$ cat config.mk
export PLATFORM = sky130hd
export DESIGN_NAME = decode_stage_hazard_flat
export DESIGN_NICKNAME = d
export VERILOG_FILES = /design/src/rtl/decode_stage_hazard_if.sv /design/src/rtl/decode_stage_hazard.sv /design/src/flat_wrapper.sv
export SDC_FILE = /design/constraint.sdc
export NUM_CORES = 2
export LEC_CHECK = 0
export ABC_AREA = 0
export CORE_UTILIZATION = 50
export CTS_CLUSTER_DIAMETER = 60
export DETAILED_ROUTE_END_ITERATION = 8
export PLACE_DENSITY = 0.74
export SLEW_MARGIN = 20
export SYNTH_ARGS = -nofsm -noshare
export SYNTH_HDL_FRONTEND = slang
export SYNTH_SLANG_ARGS = --single-unit
$ cat constraint.sdc
create_clock -name clk -period 2.1 [get_ports clk]
set_input_delay 0.21 -clock clk [delete_from_list [all_inputs] [get_ports clk]]
set_output_delay 0.21 -clock clk [all_outputs]
set_load 0.01 [all_outputs]
$ cat src/rtl/decode_stage_hazard_if.sv
// -----------------------------------------------------------------------------
// decode_stage_hazard_if
//   Bundles every signal of the decode stage except clk/resetN.
//   Signal groups:
//     - fetch side:     inValid, instruction, programCounterIn, flush, inReady
//     - writeback side: regWrite, writeRegister, writeData
//     - execute side:   outValid, writeBackControl, memAccessControl,
//                       calculationControl, programCounterOut, readData1,
//                       readData2, immediateOperand, writeRegister0,
//                       writeRegister1
//     - status:         stallCount
//   Modports:
//     - slave:  the decode stage itself.
//     - master: whoever drives fetch and writeback and observes execute.
//   The parameters must match the ones given to decode_stage_hazard.
// -----------------------------------------------------------------------------
interface decode_stage_hazard_if #(
    parameter int DATA_WIDTH      = 32,
    parameter int REG_ADDR_WIDTH  = 5,
    parameter int STALL_CNT_WIDTH = 16
);
    // fetch side
    logic                       inValid;
    logic [31:0]                instruction;
    logic [DATA_WIDTH-1:0]      programCounterIn;
    logic                       flush;
    logic                       inReady;

    // writeback side
    logic                       regWrite;
    logic [REG_ADDR_WIDTH-1:0]  writeRegister;
    logic [DATA_WIDTH-1:0]      writeData;

    // execute side
    logic                       outValid;
    logic [1:0]                 writeBackControl;
    logic [2:0]                 memAccessControl;
    logic [3:0]                 calculationControl;
    logic [DATA_WIDTH-1:0]      programCounterOut;
    logic [DATA_WIDTH-1:0]      readData1;
    logic [DATA_WIDTH-1:0]      readData2;
    logic [DATA_WIDTH-1:0]      immediateOperand;
    logic [REG_ADDR_WIDTH-1:0]  writeRegister0;
    logic [REG_ADDR_WIDTH-1:0]  writeRegister1;

    // status
    logic [STALL_CNT_WIDTH-1:0] stallCount;

    modport slave (
        input  inValid, instruction, programCounterIn, flush,
        input  regWrite, writeRegister, writeData,
        output inReady,
        output outValid, writeBackControl, memAccessControl, calculationControl,
        output programCounterOut, readData1, readData2, immediateOperand,
        output writeRegister0, writeRegister1, stallCount
    );

    modport master (
        output inValid, instruction, programCounterIn, flush,
        output regWrite, writeRegister, writeData,
        input  inReady,
        input  outValid, writeBackControl, memAccessControl, calculationControl,
        input  programCounterOut, readData1, readData2, immediateOperand,
        input  writeRegister0, writeRegister1, stallCount
    );
endinterface

$ cat src/rtl/decode_stage_hazard.sv
// -----------------------------------------------------------------------------
// decode_stage_hazard
//   Instruction-decode pipeline stage between fetch and execute.
//   It does the following:
//     - Holds the register file.
//     - Decodes the opcode into writeback, memory and ALU control fields.
//     - Sign-extends the 16-bit immediate.
//     - Forwards a same-cycle writeback onto the operands.
//     - Detects a load-use hazard, holds fetch for one cycle and sends a bubble.
//     - Supports flush.
//     - Counts hazard stall cycles in a saturating counter.
//
// Ports
//   clk     rising-edge clock
//   resetN  asynchronous active-low reset
//   bus     decode_stage_hazard_if.slave, carrying these signals:
//     - fetch in:      inValid, instruction, programCounterIn, flush
//     - fetch out:     inReady (combinational)
//     - writeback in:  regWrite, writeRegister, writeData
//     - execute out (all registered): outValid, writeBackControl,
//       memAccessControl, calculationControl, programCounterOut, readData1,
//       readData2, immediateOperand, writeRegister0 (rt), writeRegister1 (rd)
//     - stallCount     number of hazard stall cycles since reset
//
// Control encoding
//   writeBackControl   = {regWrite, memToReg}
//   memAccessControl   = memRead at MEM_READ_BIT; memWrite and branch fill the
//                        next two bit positions, wrapping round the 3-bit field
//   calculationControl = {regDst, aluOp[1:0], aluSrc}
// -----------------------------------------------------------------------------
module decode_stage_hazard #(
    parameter int DATA_WIDTH      = 32,
    parameter int REG_ADDR_WIDTH  = 5,
    parameter int MEM_READ_BIT    = 0,
    parameter int STALL_CNT_WIDTH = 16
) (
    input  logic                 clk,
    input  logic                 resetN,
    decode_stage_hazard_if.slave bus
);
    localparam int DW    = DATA_WIDTH;
    localparam int RA    = REG_ADDR_WIDTH;
    localparam int SW    = STALL_CNT_WIDTH;
    localparam int DEPTH = 2 ** RA;

    localparam int MEM_WRITE_BIT  = (MEM_READ_BIT + 1) % 3;
    localparam int MEM_BRANCH_BIT = (MEM_READ_BIT + 2) % 3;

    localparam logic [5:0] OP_RTYPE = 6'h00;
    localparam logic [5:0] OP_BEQ   = 6'h04;
    localparam logic [5:0] OP_ADDI  = 6'h08;
    localparam logic [5:0] OP_LW    = 6'h23;
    localparam logic [5:0] OP_SW    = 6'h2B;

    // ------------------------------------------------------------------
    // Instruction fields
    // ------------------------------------------------------------------
    logic [5:0]    opcode;
    logic [RA-1:0] rs_idx;
    logic [RA-1:0] rt_idx;
    logic [RA-1:0] rd_idx;
    logic [DW-1:0] imm_ext;

    assign opcode  = bus.instruction[31:26];
    assign rs_idx  = bus.instruction[21 +: RA];
    assign rt_idx  = bus.instruction[16 +: RA];
    assign rd_idx  = bus.instruction[11 +: RA];
    assign imm_ext = {{(DW-16){bus.instruction[15]}}, bus.instruction[15:0]};

    // ------------------------------------------------------------------
    // Register file
    // Flop-based rather than RAM because every entry must clear on the
    // asynchronous reset. Entry 0 is never written, so it stays at zero.
    // ------------------------------------------------------------------
    logic [DW-1:0] rf_reg [DEPTH];

    genvar gi;
    generate
        for (gi = 0; gi < DEPTH; gi++) begin : g_rf
            logic we;
            assign we = bus.regWrite && (bus.writeRegister == RA'(gi)) && (gi != 0);

            always_ff @(posedge clk or negedge resetN) begin
                if (!resetN) begin
                    rf_reg[gi] <= '0;
                end else if (we) begin
                    rf_reg[gi] <= bus.writeData;
                end
            end
        end
    endgenerate

    // Operand read with writeback bypass. Index 0 reads zero even when a
    // write to r0 is presented on the same cycle.
    logic [DW-1:0] rs_val;
    logic [DW-1:0] rt_val;

    always_comb begin
        rs_val = rf_reg[rs_idx];
        if (rs_idx == '0) begin
            rs_val = '0;
        end else if (bus.regWrite && (bus.writeRegister == rs_idx)) begin
            rs_val = bus.writeData;
        end

        rt_val = rf_reg[rt_idx];
        if (rt_idx == '0) begin
            rt_val = '0;
        end else if (bus.regWrite && (bus.writeRegister == rt_idx)) begin
            rt_val = bus.writeData;
        end
    end

    // ------------------------------------------------------------------
    // Control decode
    // ------------------------------------------------------------------
    logic [1:0] ctl_wb;
    logic [2:0] ctl_mem;
    logic [3:0] ctl_calc;
    logic       ctl_mem_read;
    logic       ctl_mem_write;
    logic       ctl_branch;

    always_comb begin
        ctl_wb        = 2'b00;
        ctl_calc      = 4'b0000;
        ctl_mem_read  = 1'b0;
        ctl_mem_write = 1'b0;
        ctl_branch    = 1'b0;
        case (opcode)
            OP_RTYPE: begin
                ctl_wb   = 2'b10;
                ctl_calc = 4'b1100;
            end
            OP_LW: begin
                ctl_wb       = 2'b11;
                ctl_calc     = 4'b0001;
                ctl_mem_read = 1'b1;
            end
            OP_SW: begin
                ctl_calc      = 4'b0001;
                ctl_mem_write = 1'b1;
            end
            OP_BEQ: begin
                ctl_calc   = 4'b0010;
                ctl_branch = 1'b1;
            end
            OP_ADDI: begin
                ctl_wb   = 2'b10;
                ctl_calc = 4'b0001;
            end
            default: ;
        endcase

        ctl_mem                 = 3'b000;
        ctl_mem[MEM_READ_BIT]   = ctl_mem_read;
        ctl_mem[MEM_WRITE_BIT]  = ctl_mem_write;
        ctl_mem[MEM_BRANCH_BIT] = ctl_branch;
    end

    // ------------------------------------------------------------------
    // Execute-stage output registers
    // ------------------------------------------------------------------
    logic          out_valid_reg,  out_valid_next;
    logic [1:0]    wb_reg,         wb_next;
    logic [2:0]    mem_reg,        mem_next;
    logic [3:0]    calc_reg,       calc_next;
    logic [DW-1:0] pc_reg,         pc_next;
    logic [DW-1:0] rd1_reg,        rd1_next;
    logic [DW-1:0] rd2_reg,        rd2_next;
    logic [DW-1:0] imm_reg,        imm_next;
    logic [RA-1:0] wr0_reg,        wr0_next;
    logic [RA-1:0] wr1_reg,        wr1_next;
    logic [SW-1:0] stall_cnt_reg,  stall_cnt_next;

    // The load currently sitting in EX produces its value too late for the
    // instruction now in ID. Because the bubble clears out_valid_reg, the
    // hazard can never hold for two consecutive cycles.
    logic hazard;

    assign hazard = bus.inValid && out_valid_reg && mem_reg[MEM_READ_BIT] &&
                    (wr0_reg != '0) &&
                    ((wr0_reg == rs_idx) || (wr0_reg == rt_idx));

    // Flush overrides the hold: the instruction is discarded anyway, so
    // fetch is free to move on.
    assign bus.inReady = !hazard || bus.flush;

    always_comb begin
        // Default to a bubble.
        out_valid_next = 1'b0;
        wb_next        = '0;
        mem_next       = '0;
        calc_next      = '0;
        pc_next        = '0;
        rd1_next       = '0;
        rd2_next       = '0;
        imm_next       = '0;
        wr0_next       = '0;
        wr1_next       = '0;
        stall_cnt_next = stall_cnt_reg;

        if (bus.flush) begin
            // bubble; a flushed hazard is not a stall
        end else if (hazard) begin
            if (stall_cnt_reg != '1) begin
                stall_cnt_next = stall_cnt_reg + 1'b1;
            end
        end else if (bus.inValid) begin
            out_valid_next = 1'b1;
            wb_next        = ctl_wb;
            mem_next       = ctl_mem;
            calc_next      = ctl_calc;
            pc_next        = bus.programCounterIn;
            rd1_next       = rs_val;
            rd2_next       = rt_val;
            imm_next       = imm_ext;
            wr0_next       = rt_idx;
            wr1_next       = rd_idx;
        end
    end

    always_ff @(posedge clk or negedge resetN) begin
        if (!resetN) begin
            out_valid_reg <= 1'b0;
            wb_reg        <= '0;
            mem_reg       <= '0;
            calc_reg      <= '0;
            pc_reg        <= '0;
            rd1_reg       <= '0;
            rd2_reg       <= '0;
            imm_reg       <= '0;
            wr0_reg       <= '0;
            wr1_reg       <= '0;
            stall_cnt_reg <= '0;
        end else begin
            out_valid_reg <= out_valid_next;
            wb_reg        <= wb_next;
            mem_reg       <= mem_next;
            calc_reg      <= calc_next;
            pc_reg        <= pc_next;
            rd1_reg       <= rd1_next;
            rd2_reg       <= rd2_next;
            imm_reg       <= imm_next;
            wr0_reg       <= wr0_next;
            wr1_reg       <= wr1_next;
            stall_cnt_reg <= stall_cnt_next;
        end
    end

    assign bus.outValid           = out_valid_reg;
    assign bus.writeBackControl   = wb_reg;
    assign bus.memAccessControl   = mem_reg;
    assign bus.calculationControl = calc_reg;
    assign bus.programCounterOut  = pc_reg;
    assign bus.readData1          = rd1_reg;
    assign bus.readData2          = rd2_reg;
    assign bus.immediateOperand   = imm_reg;
    assign bus.writeRegister0     = wr0_reg;
    assign bus.writeRegister1     = wr1_reg;
    assign bus.stallCount         = stall_cnt_reg;

endmodule

$ cat src/flat_wrapper.sv
// flat-port wrapper written by rule: the top's interface ports become plain ports
module decode_stage_hazard_flat 
#(
    parameter int DATA_WIDTH      = 32,
    parameter int REG_ADDR_WIDTH  = 5,
    parameter int MEM_READ_BIT    = 0,
    parameter int STALL_CNT_WIDTH = 16
)
  (clk, resetN, bus_inValid, bus_instruction, bus_programCounterIn, bus_flush, bus_regWrite, bus_writeRegister, bus_writeData, bus_inReady, bus_outValid, bus_writeBackControl, bus_memAccessControl, bus_calculationControl, bus_programCounterOut, bus_readData1, bus_readData2, bus_immediateOperand, bus_writeRegister0, bus_writeRegister1, bus_stallCount);
  decode_stage_hazard_if #(.DATA_WIDTH(DATA_WIDTH), .REG_ADDR_WIDTH(REG_ADDR_WIDTH), .STALL_CNT_WIDTH(STALL_CNT_WIDTH)) bus_i ();
  input  logic clk;
  input  logic resetN;
  input wire logic [$bits(bus_i.inValid)-1:0] bus_inValid;
  input wire logic [$bits(bus_i.instruction)-1:0] bus_instruction;
  input wire logic [$bits(bus_i.programCounterIn)-1:0] bus_programCounterIn;
  input wire logic [$bits(bus_i.flush)-1:0] bus_flush;
  input wire logic [$bits(bus_i.regWrite)-1:0] bus_regWrite;
  input wire logic [$bits(bus_i.writeRegister)-1:0] bus_writeRegister;
  input wire logic [$bits(bus_i.writeData)-1:0] bus_writeData;
  output wire logic [$bits(bus_i.inReady)-1:0] bus_inReady;
  output wire logic [$bits(bus_i.outValid)-1:0] bus_outValid;
  output wire logic [$bits(bus_i.writeBackControl)-1:0] bus_writeBackControl;
  output wire logic [$bits(bus_i.memAccessControl)-1:0] bus_memAccessControl;
  output wire logic [$bits(bus_i.calculationControl)-1:0] bus_calculationControl;
  output wire logic [$bits(bus_i.programCounterOut)-1:0] bus_programCounterOut;
  output wire logic [$bits(bus_i.readData1)-1:0] bus_readData1;
  output wire logic [$bits(bus_i.readData2)-1:0] bus_readData2;
  output wire logic [$bits(bus_i.immediateOperand)-1:0] bus_immediateOperand;
  output wire logic [$bits(bus_i.writeRegister0)-1:0] bus_writeRegister0;
  output wire logic [$bits(bus_i.writeRegister1)-1:0] bus_writeRegister1;
  output wire logic [$bits(bus_i.stallCount)-1:0] bus_stallCount;
  assign bus_i.inValid = bus_inValid;
  assign bus_i.instruction = bus_instruction;
  assign bus_i.programCounterIn = bus_programCounterIn;
  assign bus_i.flush = bus_flush;
  assign bus_i.regWrite = bus_regWrite;
  assign bus_i.writeRegister = bus_writeRegister;
  assign bus_i.writeData = bus_writeData;
  assign bus_inReady = bus_i.inReady;
  assign bus_outValid = bus_i.outValid;
  assign bus_writeBackControl = bus_i.writeBackControl;
  assign bus_memAccessControl = bus_i.memAccessControl;
  assign bus_calculationControl = bus_i.calculationControl;
  assign bus_programCounterOut = bus_i.programCounterOut;
  assign bus_readData1 = bus_i.readData1;
  assign bus_readData2 = bus_i.readData2;
  assign bus_immediateOperand = bus_i.immediateOperand;
  assign bus_writeRegister0 = bus_i.writeRegister0;
  assign bus_writeRegister1 = bus_i.writeRegister1;
  assign bus_stallCount = bus_i.stallCount;
  decode_stage_hazard #(.DATA_WIDTH(DATA_WIDTH), .REG_ADDR_WIDTH(REG_ADDR_WIDTH), .MEM_READ_BIT(MEM_READ_BIT), .STALL_CNT_WIDTH(STALL_CNT_WIDTH)) u_core (.clk(clk), .resetN(resetN), .bus(bus_i));
endmodule
# Yosys cells after proc, flatten, opt, wreduce, memory -nomap -nowiden

Index checks and enable logic that the tools add are counted.

Register bits: 1156
Bits of input ports: 106
Output and inout bits: 165

$add $sub $neg: 1
Magnitude comparators: 2
Eq/ne operators: 40
Multiplexer cells: 45
Bitwise operators: 3
Reductions and logical operators: 47

Operators with widths:

| kind                    | number |
|---|---|
| $mux W32                | 20 |
| $bmux W32 S5            | 2 |
| $eq A5 B5 Y1 const B    | 16 |
| $eq A5 B4 Y1 const B    | 8 |
| $logic_and A1 B1 Y1     | 37 |
| $mux W5                 | 6 |
| $eq A5 B3 Y1 const B    | 4 |
| $eq A5 B5 Y1            | 4 |
| $add A16 B1 Y16 const B | 1 |
| $ne A16 B16 Y1 const B  | 1 |
| $eq A6 B6 Y1 const B    | 2 |
| $ge A6 B6 Y1 const B    | 2 |
| $mux W4                 | 3 |
| $not A5 Y6              | 2 |
| $pmux W4 S3             | 1 |
| $eq A5 B2 Y1 const B    | 2 |
| $logic_not A5 Y1        | 2 |
| $mux W3                 | 3 |
| $eq A6 B3 Y1 const B    | 1 |
| $eq A6 B4 Y1 const B    | 1 |
| $logic_not A6 Y1        | 1 |
| $mux W1                 | 6 |
| $mux W2                 | 3 |
| $eq A5 B1 Y1 const B    | 1 |
| 8 further kinds         | 9 |

# Longest topological paths before layout

Depth in word-level cells: 9
Gate-level depth with buffers: 11

# Worst setup path after synthesis

No wires, ideal clock.

Kind: input to register
Start point: in bus_instruction[22]
End point: reg u_core.rd1_reg[16], in the netlist u_core.bus.readData1[16]
Arrival: 1.835 ns
Data required time: 1.968 ns
Setup slack: 0.133 ns
Stages on the path: 9
Buffers on the path: 3
Cells stage by stage: buf_4 -> buf_6 -> clkbuf_1 -> mux2_2 -> a221o_1 -> o221ai_1 -> a21oi_1 -> a22oi_1 -> nor2_1

Cells in the longest elaborated chain, start to end: 9

Ends and longest elaborated chain:

| item                                         | line                       | source |
|---|---|---|
| start, declared                              | flat_wrapper.sv:14         | `input wire logic [$bits(bus_i.instruction)-1:0] bus_instruction;` |
| $not A5 Y6 (not written as such)             | decode_stage_hazard.sv:99  | `rs_val = rf_reg[rs_idx];` |
| $bmux W32 S5                                 | decode_stage_hazard.sv:99  |  |
| $mux W32 (not written as such) (2 in series) | decode_stage_hazard.sv:99  |  |
| $mux W32                                     | decode_stage_hazard.sv:102 | `end else if (bus.regWrite && (bus.writeRegister == rs_idx)) begin` |
| $mux W32                                     | decode_stage_hazard.sv:100 | `if (rs_idx == '0) begin` |
| $mux W32                                     | decode_stage_hazard.sv:209 | `end else if (bus.inValid) begin` |
| $mux W32 (*)                                 | decode_stage_hazard.sv:205 | `end else if (hazard) begin` |
| $mux W32 (*)                                 | decode_stage_hazard.sv:203 | `if (bus.flush) begin` |
| named net u_core.rd1_next[16]                | decode_stage_hazard.sv:169 | `logic [DW-1:0] rd1_reg, rd1_next;` |
| end signal, assigned                         | decode_stage_hazard.sv:242 | `rd1_reg <= rd1_next;` |
| end, declared                                | decode_stage_hazard.sv:169 |  |

The timed path passes the listed nets; every way through them passes the cells marked *. The select of a mux whose other input is x is not followed.
A chain may end at the register's enable or synchronous reset.

# Worst setup path in the final report

Start point: reg u_core.wr0_reg[3], in the netlist u_core.bus.writeRegister0[3]
End point: out bus_inReady

Cells in the longest elaborated chain, start to end: 5

Ends and longest elaborated chain:

| item                                                             | line                                                   | source |
|---|---|---|
| start, declared                                                  | decode_stage_hazard.sv:172                             | `logic [RA-1:0] wr0_reg, wr0_next;` |
| start signal, assigned                                           | decode_stage_hazard.sv:245                             | `wr0_reg <= wr0_next;` |
| $eq A5 B5 Y1 / $reduce_bool A5 Y1 (equally long branches)        | decode_stage_hazard.sv:183, decode_stage_hazard.sv:182 |  |
| $logic_or A1 B1 Y1 / $logic_and A1 B1 Y1 (equally long branches) | decode_stage_hazard.sv:183, decode_stage_hazard.sv:181 |  |
| $logic_and A1 B1 Y1 (*)                                          | decode_stage_hazard.sv:182                             | `(wr0_reg != '0) &&` |
| $logic_not A1 Y1 (*)                                             | decode_stage_hazard.sv:187                             | `assign bus.inReady = !hazard \|\| bus.flush;` |
| $logic_or A1 B1 Y1 (*)                                           | decode_stage_hazard.sv:187                             |  |
| end, declared                                                    | flat_wrapper.sv:20                                     | `output wire logic [$bits(bus_i.inReady)-1:0] bus_inReady;` |

Mark *: on every way between the ends. The rest lies on a longest branch, timed or not.

==> results.md <==
- GR Util All Layers: about a third
- GR Overflow Total: 0
- ANT nets after route: 0
- Critical Path End: bus_inReady
- WS Path Type: flop to output pin
- Slew Viols, Final: 0
- Peak supply drop: about 0.70 mV
- Global-route wire length before repair: roughly 300,000 µm
- Initial antenna violation count: 10
- Drt first pass iters: 6
- Setup Viol. Count Final: 1
- Core area: 118,100 µm²
- Slew Limit Headroom: a little over a quarter
- Prevailing post-synth register cell: dfrtp_1
- Seq/Total Area, Yosys: 47.66%
- I/O pins: between 200 and 300
- Most frequent cells in the layout: 1,127 x dfrtp_1, 1,121 x mux2_2, 413 x buf_4
- Most common cell after layout, fill and taps aside: dfrtp_1
- Max Cap Viol: 0
- Required time of the worst setup path: around 1.9 ns
- Worst Hold Class: input port to async pin
- M2 GR Usage: between 50% and 60%
- Maximum clock insertion buffer count: 3
- Worst r2r src: u_core.bus.writeRegister0[3]$_DFF_PN0_
- Tmin final: about 2.1 ns
- Synthesized Nets: 4,511
- Die area: around 120,000 µm²
- Busiest grt layer: met2
- TritonCTS Buffers: 119
- Yosys warning count: 0
- DRT iter0 DRCs: around 5,100
- Avg WL per Cell: 31.15 µm
- Share of the synthesized area in the top cell type: 47.66%
- R2r endpoint: u_core.bus.readData1[15]$_DFF_PN0_
- Number of synthesized flops with an enable pin: 0
- Final hold vios: 0
- Post-synth top area cell: dfrtp_1
- RSZ-0062 raised after global routing: yes
- Period utilization: 101.8%
- Area of the multi-input gates: between 20,000 and 30,000 µm²
- Layout Skew: 0.03021 ns
- CTS tree: yes
- Critical path arrival: 1.93 ns
- Post-place instance area: between 60,000 and 70,000 µm²
- FF+latch area: approximately 28,000 µm²
- Maximum number of pins on one net before global-route repair: around 100
- Status: complete, but fails checks
- Final nets: 5,020
- Worst Setup SP: u_core.bus.writeRegister0[3]$_DFF_PN0_
- Met3 usage: between 7 and 8%
- Share of cells above drive strength 1: between 40% and 50%
- H-tree levels: 3
- Slew at the pin closest to its max-slew limit: 1.100 ns
- FP Rows: between 100 and 150
- Die H: 346.9 µm
- Pwr Density: 884.8 nW/µm²
- Clk_lat worst skew: about 0.73 ns
- FF-to-FF setup slack: about 0.06 ns
- Final GP Congestion: approximately 0.97
- Vias in the first global route: 44,220
- Post-Syn Area per Cell: about 14 µm²
- Asr flop ratio synth: 100.0%
- CP Launch Type: flop
- Crit Path Max Fanout: 4
- Met1 GRT Util: 45.17%
- Fillers: approximately 8,800
- Post-route design area: 72,600 µm²
- Clock transition at path regs: around 0.06 ns
- Via Count: about 44,000
- Setup WS post-layout: -0.03735 ns
- Failing checks: negative setup slack
- Detailed placement HPWL: 137,400 µm
- Max reg flops: approximately 990
- Max Fclk: approximately 0.47 GHz
- Cell Area, Synth: between 50,000 and 60,000 µm²
- Initial Util: between 50 and 60%
- Leakage power: 0.03238 µW
- Layout area overhead: 22.04%
- Critical Path End Type: output pin
- Clock Root Buffer: clkbuf_16
- Tot Pwr: 64,240 µW
- PortBufs: 270
- Vias per cell: about 6.7
- Yosys reg bits: between 1,000 and 1,500
- CTS sink cnt: 1,133
- Distinct cells, synth: between 60 and 70
- Area contributors post-synth: dfrtp_1 48%, mux2_2 21%, mux4_2 8.3%
- DRC Markers: 0
- Post-synthesis cell count: approximately 4,400
- DRT Wirelength: between 200,000 and 250,000 µm
- Die width: roughly 350 µm
- R2r worst-path depth: 9
[cells in the mapped netlist, drive strengths merged (57+ instances only)]
library cell / n
a21oi: 78
nand4: 58
mux4: 218
dfrtp: 1133
clkbuf: 210
mux2: 1137
a22oi: 188
buf: 258
nand2: 143
mux2i: 395
and2: 57
nor2: 86
[cell type report]
| class | count | share of cell area, % |
|---|---|---|
| clock inverter | 63 | 1.101 |
| multi-input combinational | 2798 | 39.71 |
| tap | 1536 | 2.647 |
| antenna | 1 | 0.003447 |
| timing repair buffer | 856 | 12.77 |
| inverter | 5 | 0.02585 |
| clock buffer | 161 | 4.681 |
| sequential | 1133 | 39.06 |
[layer usage]
layer / part of all wire (%) / vias to the layer above
met1: 38 / 22760
met2: 46 / 2727
met4: 5.2 / 10
li1: - / 17650
met5: 0.026 / -
met3: 11 / 647
[where the power goes]
part | switching (µW) | total, µW | internal (µW) | leakage, µW
logic | 5380 | 12700 | 7350 | 0.0157
clock network | 9290 | 22700 | 13400 | 0.00207
registers | 3100 | 28800 | 25700 | 0.0146
[stage by stage]
stage | worst slack (ns) | hold WS [ns] | instances | TNS, ns | util, %
6_report | -0.03735 | 0.01955 | 6553 | -0.03735 | 61.48
5_1_grt | -0.09549 | 0.03402 | 6552 | -0.09549 | 61.48
4_1_cts | -0.04202 | 0.005574 | 6548 | -0.06418 | 61.41
3_5_place_dp | -0.7247 | 0.1653 | 6318 | -222.45 | 57.80
3_3_place_gp | -0.6980 | 0.1749 | 6318 | -214.05 | 57.80
2_1_floorplan | 0.1332 | -0.08559 | 4404 | 0 | -
[kinds of logic after synthesis]
kind of cell	after synthesis	synth area share, %
flops	1133	47.66
xor+xnor	35	0.5153
fa+ha+maj	1	0.02103
compound gates	503	6.427
mux	1750	36.42
buf+inv	473	4.404
simple gates	509	4.551
[worst min path at each step]
| stage | startpoint | to | slack, ns | cells after the start |
|---|---|---|---|---|
| after CTS | resetN | u_core.rf_reg[161]$_DFFE_PN0P_ | 0.006 | 2 |
| final | resetN | u_core.rf_reg[161]$_DFFE_PN0P_ | 0.02 | 2 |
| after detailed placement | resetN | u_core.rf_reg[161]$_DFFE_PN0P_ | 0.17 | 1 |
| after floorplan | resetN | u_core.bus.calculationControl[0]$_DFF_PN0_ | -0.09 | 0 |
| after global placement | resetN | u_core.rf_reg[321]$_DFFE_PN0P_ | 0.17 | 1 |
| after global routing | resetN | u_core.rf_reg[161]$_DFFE_PN0P_ | 0.03 | 2 |
[worst max-delay path, stage by stage (launching register included)]
cell and delay, ns:
dfrtp_2 0.44, buf_4 0.15, nor3_4 0.17, a21oi_2 0.07, buf_4 0.15, nand3b_1 0.09
buf_2 0.13
[what timing repair did]
action / 4_1_cts / 5_1_grt
pin swaps: 7 / 4
gates resized for setup: 12 / 8
hold endpoints to repair: 665 / 0
gates cloned: 0 / 0
setup buffers: 5 / 5
endpoints found under the setup margin: 21 / 13
hold buffers: 1 / 0
No activity file was read; power rests on OpenSTA's default activity.
